==> src/rtl/pipe_pkg.sv <==
// Shared types, constants and helpers for the pipeline stage register.
package pipe_pkg;

  // Occupancy of a stage register: nothing held, main entry only, main + skid.
  typedef enum logic [1:0] {
    EMPTY = 2'd0,
    ONE   = 2'd1,
    TWO   = 2'd2
  } state_e;

  // RV32I canonical NOP (addi x0, x0, 0), used as the bubble payload.
  localparam logic [31:0] RV_NOP = 32'h0000_0013;

  // Widest event counter the saturating helper can handle.
  localparam int unsigned MAX_CNT_W = 64;

  // Increment value by one, holding at the all-ones value of a width-bit counter.
  function automatic logic [63:0] sat_inc(input logic [63:0] value, input int unsigned width);
    logic [63:0] max_v;
    if (width >= MAX_CNT_W) max_v = '1;
    else                    max_v = (64'd1 << width) - 64'd1;
    sat_inc = (value >= max_v) ? value : value + 64'd1;
  endfunction

endpackage

==> src/rtl/pipe_stage_reg_if.sv <==
// Valid/ready handshake bundle between two pipeline stages, plus flush.
interface pipe_stage_reg_if
  import pipe_pkg::*;
#(
  parameter int unsigned N = 32
);
  logic         in_valid;
  logic [N-1:0] in_data;
  logic         in_ready;
  logic         out_valid;
  logic [N-1:0] out_data;
  logic         out_ready;
  logic         flush;

  // Driver side: supplies upstream payloads, downstream ready and flush.
  modport master (
    output in_valid, in_data, out_ready, flush,
    input  in_ready, out_valid, out_data
  );

  // Stage register side.
  modport slave (
    input  in_valid, in_data, out_ready, flush,
    output in_ready, out_valid, out_data
  );
endinterface

==> src/rtl/pipe_sat_counter.sv <==
// Event counter that sticks at all-ones instead of wrapping.
module pipe_sat_counter
  import pipe_pkg::*;
#(
  parameter int unsigned CNT_W = 16
) (
  input  logic             clk,
  input  logic             reset,
  input  logic             inc,
  output logic [CNT_W-1:0] count
);

  logic [CNT_W-1:0] count_q;
  logic [CNT_W-1:0] count_d;

  // Next count: bump on an event, clamped at the maximum.
  always_comb begin
    count_d = count_q;
    if (inc) count_d = CNT_W'(sat_inc(64'(count_q), CNT_W));
  end

  // Counter register, falling-edge, cleared by the active-low async reset.
  always_ff @(negedge clk or negedge reset) begin
    if (!reset) count_q <= '0;
    else        count_q <= count_d;
  end

  assign count = count_q;

endmodule

==> src/rtl/pipe_stage_reg.sv <==
// Pipeline stage register with valid/ready handshake, optional two-entry skid
// buffer, synchronous flush with bubble insertion, and stall/flush counters.
module pipe_stage_reg
  import pipe_pkg::*;
#(
  parameter int unsigned N      = 32,
  parameter logic [31:0] BUBBLE = RV_NOP,
  parameter int          SKID   = 1,
  parameter int unsigned CNT_W  = 16
) (
  input  logic             clk,
  input  logic             reset,
  pipe_stage_reg_if.slave  bus,
  output logic [CNT_W-1:0] stall_cnt,
  output logic [CNT_W-1:0] flush_cnt
);

  // Bubble pattern adapted to the payload width (truncate or zero-extend).
  localparam logic [N-1:0] BUBBLE_N = N'(BUBBLE);

  state_e       state_q;
  state_e       state_d;
  logic [N-1:0] main_q;
  logic [N-1:0] main_d;
  logic         in_ready_w;
  logic         out_valid_w;
  logic         in_fire;
  logic         out_fire;

  assign out_valid_w = (state_q != EMPTY);
  assign out_fire    = out_valid_w && bus.out_ready;
  // Flush wins over an incoming payload: it is never captured.
  assign in_fire     = bus.in_valid && in_ready_w && !bus.flush;

  assign bus.in_ready  = in_ready_w;
  assign bus.out_valid = out_valid_w;
  assign bus.out_data  = out_valid_w ? main_q : BUBBLE_N;

  generate
    if (SKID != 0) begin : g_skid
      logic [N-1:0] skid_q;
      logic [N-1:0] skid_d;

      // Ready comes straight from the state register, so it never depends on
      // out_ready within the same cycle.
      assign in_ready_w = (state_q != TWO);

      // Next-state and entry loading for the two-entry buffer.
      always_comb begin
        state_d = state_q;
        main_d  = main_q;
        skid_d  = skid_q;
        case (state_q)
          EMPTY: begin
            if (in_fire) begin
              state_d = ONE;
              main_d  = bus.in_data;
            end
          end
          ONE: begin
            if (in_fire && out_fire) begin
              main_d = bus.in_data;
            end else if (out_fire) begin
              state_d = EMPTY;
            end else if (in_fire) begin
              state_d = TWO;
              skid_d  = bus.in_data;
            end
          end
          TWO: begin
            if (out_fire) begin
              state_d = ONE;
              main_d  = skid_q;
            end
          end
          default: state_d = EMPTY;
        endcase
        if (bus.flush) state_d = EMPTY;
      end

      // Skid entry register.
      always_ff @(negedge clk or negedge reset) begin
        if (!reset) skid_q <= '0;
        else        skid_q <= skid_d;
      end
    end else begin : g_noskid
      // Single entry: accept when empty or when the held payload leaves now.
      assign in_ready_w = (state_q == EMPTY) || bus.out_ready;

      // Next-state and main entry loading for the single-entry stage.
      always_comb begin
        state_d = state_q;
        main_d  = main_q;
        case (state_q)
          EMPTY: begin
            if (in_fire) begin
              state_d = ONE;
              main_d  = bus.in_data;
            end
          end
          ONE: begin
            if (in_fire) begin
              main_d = bus.in_data;
            end else if (out_fire) begin
              state_d = EMPTY;
            end
          end
          default: state_d = EMPTY;
        endcase
        if (bus.flush) state_d = EMPTY;
      end
    end
  endgenerate

  // State and main entry registers.
  always_ff @(negedge clk or negedge reset) begin
    if (!reset) begin
      state_q <= EMPTY;
      main_q  <= '0;
    end else begin
      state_q <= state_d;
      main_q  <= main_d;
    end
  end

  // A stall is a held payload that downstream refuses; a flush edge only counts
  // if it actually killed something.
  logic stall_inc;
  logic flush_inc;
  assign stall_inc = out_valid_w && !bus.out_ready && !bus.flush;
  assign flush_inc = bus.flush && out_valid_w;

  pipe_sat_counter #(.CNT_W(CNT_W)) u_stall_cnt (
    .clk   (clk),
    .reset (reset),
    .inc   (stall_inc),
    .count (stall_cnt)
  );

  pipe_sat_counter #(.CNT_W(CNT_W)) u_flush_cnt (
    .clk   (clk),
    .reset (reset),
    .inc   (flush_inc),
    .count (flush_cnt)
  );

endmodule

==> src/flat_wrapper.sv <==
// flat-port wrapper written by rule: the top's interface ports become plain ports
module pipe_stage_reg_flat import pipe_pkg::*;
#(
  parameter int unsigned N      = 32,
  parameter logic [31:0] BUBBLE = RV_NOP,
  parameter int          SKID   = 1,
  parameter int unsigned CNT_W  = 16
)
  (clk, reset, stall_cnt, flush_cnt, bus_in_valid, bus_in_data, bus_out_ready, bus_flush, bus_in_ready, bus_out_valid, bus_out_data);
  pipe_stage_reg_if #(.N(N)) bus_i ();
  input  logic clk;
  input  logic reset;
  output logic [CNT_W-1:0] stall_cnt;
  output logic [CNT_W-1:0] flush_cnt;
  input wire logic [$bits(bus_i.in_valid)-1:0] bus_in_valid;
  input wire logic [$bits(bus_i.in_data)-1:0] bus_in_data;
  input wire logic [$bits(bus_i.out_ready)-1:0] bus_out_ready;
  input wire logic [$bits(bus_i.flush)-1:0] bus_flush;
  output wire logic [$bits(bus_i.in_ready)-1:0] bus_in_ready;
  output wire logic [$bits(bus_i.out_valid)-1:0] bus_out_valid;
  output wire logic [$bits(bus_i.out_data)-1:0] bus_out_data;
  assign bus_i.in_valid = bus_in_valid;
  assign bus_i.in_data = bus_in_data;
  assign bus_i.out_ready = bus_out_ready;
  assign bus_i.flush = bus_flush;
  assign bus_in_ready = bus_i.in_ready;
  assign bus_out_valid = bus_i.out_valid;
  assign bus_out_data = bus_i.out_data;
  pipe_stage_reg #(.N(N), .BUBBLE(BUBBLE), .SKID(SKID), .CNT_W(CNT_W)) u_core (.clk(clk), .reset(reset), .bus(bus_i), .stall_cnt(stall_cnt), .flush_cnt(flush_cnt));
endmodule
==> config.mk <==
export PLATFORM = sky130hd
export DESIGN_NAME = pipe_stage_reg_flat
export DESIGN_NICKNAME = d
export VERILOG_FILES = /design/src/rtl/pipe_pkg.sv /design/src/rtl/pipe_stage_reg_if.sv /design/src/rtl/pipe_sat_counter.sv /design/src/rtl/pipe_stage_reg.sv /design/src/flat_wrapper.sv
export SDC_FILE = /design/constraint.sdc
export NUM_CORES = 1
export LEC_CHECK = 0
export ABC_AREA = 0
export ABC_CLOCK_PERIOD_IN_PS = 2530
export CORE_MARGIN = 2
export CORE_UTILIZATION = 25
export CTS_CLUSTER_SIZE = 12
export DETAILED_ROUTE_END_ITERATION = 7
export SYNTH_ARGS = -nofsm -noshare
export SYNTH_HDL_FRONTEND = slang
export SYNTH_SLANG_ARGS = --single-unit
export TNS_END_PERCENT = 1
==> constraint.sdc <==
create_clock -name clk -period 2.53 [get_ports clk]
set_input_delay 0.759 -clock clk [delete_from_list [all_inputs] [get_ports clk]]
set_output_delay 0.759 -clock clk [all_outputs]
set_load 0.01 [all_outputs]
==> impl_metrics.json <==
{
  "slew_headroom_pct": 57.5,
  "violations": "setup timing",
  "wl_per_cell_um": 14.6,
  "dr.pass1.iters": 4,
  "overflow": 0,
  "cts_tree": "done",
  "first_iter_violations": 134,
  "fin_cells": 797,
  "critPathSlowestCell": "dfrtn_1",
  "ys_async_sr_fraction_pct": 100,
  "synth.most_common_cell": "dfrtn_1",
  "synthDistinctLibCells": 37,
  "vias": 3476,
  "clk_latency_ns": 0.35,
  "antenna_left": 0,
  "max_stage_delay_ns": 0.51,
  "drc_errors": 0,
  "setup_slack_ns": -1.00,
  "regArea_mm2": 0.00245,
  "placed_area_mm2": 0.00621,
  "fin_nets": 603,
  "crit_path_end_kind": "primary output",
  "io_pins": 103,
  "placed_cells": 762,
  "path_cells": "buf_12 -> nor2_4 -> buf_12 -> buf_6 -> nor2b_1 -> buf_2",
  "dr_wl_met2_um": 5740,
  "ys_ff_latch": 98,
  "met1_length_um": 5260,
  "clock-sinks": 98,
  "dieWidth_um": 138,
  "powerDensity_mw_per_mm2": 703,
  "postSynthCellCount": 396,
  "postSynthAreaPerCell_um2": 11.4,
  "grt_start_max_net_pins": 45,
  "finClkSkew_ns": 0.00896,
  "avgViaCountPerCell": 4.36,
  "status": "finished with violations",
  "dieArea_mm2": 0.0191,
  "synthTopCellsByCount": "dfrtn_1 (98), nand2_1 (47), mux2i_1 (35)",
  "hold_class": "reg2reg",
  "synthesis.nets": 435,
  "path_class": "reg2out",
  "setup_tns_ns": -81.40,
  "pre_cts_slack_ns": -1.33,
  "io_buffers": 102,
  "synthTopCellsByArea": "dfrtn_1 (54%), mux2i_1 (7.8%), mux2_2 (7.5%), nand2_1 (3.9%), o21ai_0 (3.8%)",
  "clk_pin_slew_ns": 0.05,
  "drive_gt1_share_pct": 40.7,
  "vdd_drop_max_uv": 380,
  "syn_area_mm2": 0.00451,
  "clockBufferDepth": 2,
  "grt_pass1_wl_um": 19100,
  "core_area_mm2": 0.0178,
  "grt_usage_pct": 12.7,
  "num-fill-cells": 1742,
  "antenna_found_initial": 0,
  "crit_required_ns": 1.77,
  "antennaDiodeCount": 0,
  "ctsHoldBuffers": 0,
  "synth_ff_type": "dfrtn_1",
  "hold_viol": 0,
  "stdcell_area_mm2": 0.00672,
  "cap_violations": 0,
  "start_util_pct": 25.3,
  "yosysTopAreaCellShare_pct": 54.4,
  "wl_met3_um": 426,
  "rows": 49,
  "yosysWarnings": 0,
  "drt-total-wl_um": 11600,
  "first_global_vias": 3663,
  "cp-start-kind": "flip-flop",
  "final_util_pct": 37.7,
  "highest_layer": "met4",
  "p_leak_nw": 3.29,
  "gp_congestion": 0.734,
  "worst_slew_pin_slew_ns": 0.638,
  "ys_seq_area_share_pct": 54.4,
  "multi_input_comb_area_mm2": 0.00216,
  "area_growth_pct": 49.1,
  "htreeDepth": 3,
  "critPathMaxFanout": 4,
  "slew_viol_final": 0,
  "synth_edf_count": 0,
  "rsz0062_at_grt": "true",
  "cp_common_cell": "buf_12",
  "chipHeight_um": 138,
  "cts_made_buffers": 9,
  "setup_viol": 161,
  "cts_root_buffer": "clkbuf_16",
  "critPathArrivalTime_ns": 2.77,
  "yosys.area.top_type": "dfrtn_1",
  "hpwlAfterDp_um": 7590
}
[cell usage in the layout (no fill, tap or decap), types with 3 or more instances in the layout]
master and count:
buf_12 10, nor2b_2 8, nor2b_4 6, nor2_1 7, nor3_1 4, buf_4 49
and2b_2 3, xnor2_1 18, mux2i_1 35, mux2_2 29, buf_2 49, clkbuf_16 9
nand4_1 12, mux2_1 5, or2_4 3, nand2_1 46, clkinv_2 3, and3_1 3
nand3_1 11, clkdlybuf4s50_1 32, o21ai_1 32, nor2_2 3, buf_6 29, nor2_4 4
nor2b_1 13, inv_1 3, dfrtn_1 98, xor2_1 6
[repair_timing]
item / 4_1_cts / 5_1_grt
gates resized for setup: 362 / 22
cloned: 3 / 0
setup buffers: 16 / 1
pin swaps: 16 / 7
endpoints found under the setup margin: 164 / 163
[cell type report]
type / count / area share (%)
Clock buffer: 9 / 3.35
Tap cell: 229 / 4.26
Inverter: 4 / 0.223
Clock inverter: 6 / 1.23
Sequential cell: 98 / 36.5
Multi-Input combinational cell: 279 / 32.1
Timing Repair Buffer: 172 / 22.3
[worst max-delay path: cells and delay by family (launching register included)]
kind          cells  cell delay [ns]
buf+inv           4             0.50
flops             1             0.51
simple gates      2             0.14
[routing by layer]
metal | vias up | track usage, %
li1 | 1706 | -
met5 | - | 0
met1 | 1688 | 15.8
met3 | 14 | 2.77
met2 | 68 | 21.6
met4 | 0 | 4.94
[logic make-up after synthesis]
logic type / synth area share, %
flip-flops: 54.4
AND/OR/NAND/NOR: 16.3
XOR/XNOR: 4.86
multiplexers: 16.5
AO/OA/AOI/OAI: 5.22
adder cells (fa/ha/maj): 0.555
buffers and inverters: 2.17
[report_power, final]
part | total [mW] | switching [mW] | internal [mW]
combinational | 1.19 | 0.534 | 0.660
clock | 1.45 | 0.596 | 0.856
sequential | 2.08 | 0.157 | 1.92
total | 4.72 | 1.29 | 3.44
[sequential cells by signal (all words and copies together), names as in the netlist]
signal	flops
u_core.g_skid.skid_q	32
u_core.main_q	32
u_core.state_q	2
u_core.u_flush_cnt.count	16
u_core.u_stall_cnt.count	16
[final timing paths]
kind / from / to / slack (ns) / depth (start not counted)
worst max-delay path: u_core.state_q[0] / bus_out_data[27] / -1.00 / 6
worst min-delay path: u_core.main_q[15] / u_core.main_q[15] / 0.43 / 2
worst max register to register: u_core.state_q[1] / u_core.main_q[27] / 0.24 / 8
worst min register to register: u_core.main_q[15] / u_core.main_q[15] / 0.43 / 2
max in group asynchronous: reset / u_core.g_skid.skid_q[18] / 0.65 / 2
min in group asynchronous: reset / u_core.u_stall_cnt.count[7] / 1.38 / 1
[metrics by stage]
step                      hold WS [ns]  power, mW
after floorplan                  0.403       2.62
after global placement           0.413       3.22
after detailed placement         0.423       3.26
after CTS                        0.428       4.76
after global routing             0.444       5.00
final                            0.428       4.72
(Power assumes the default switching activity.)
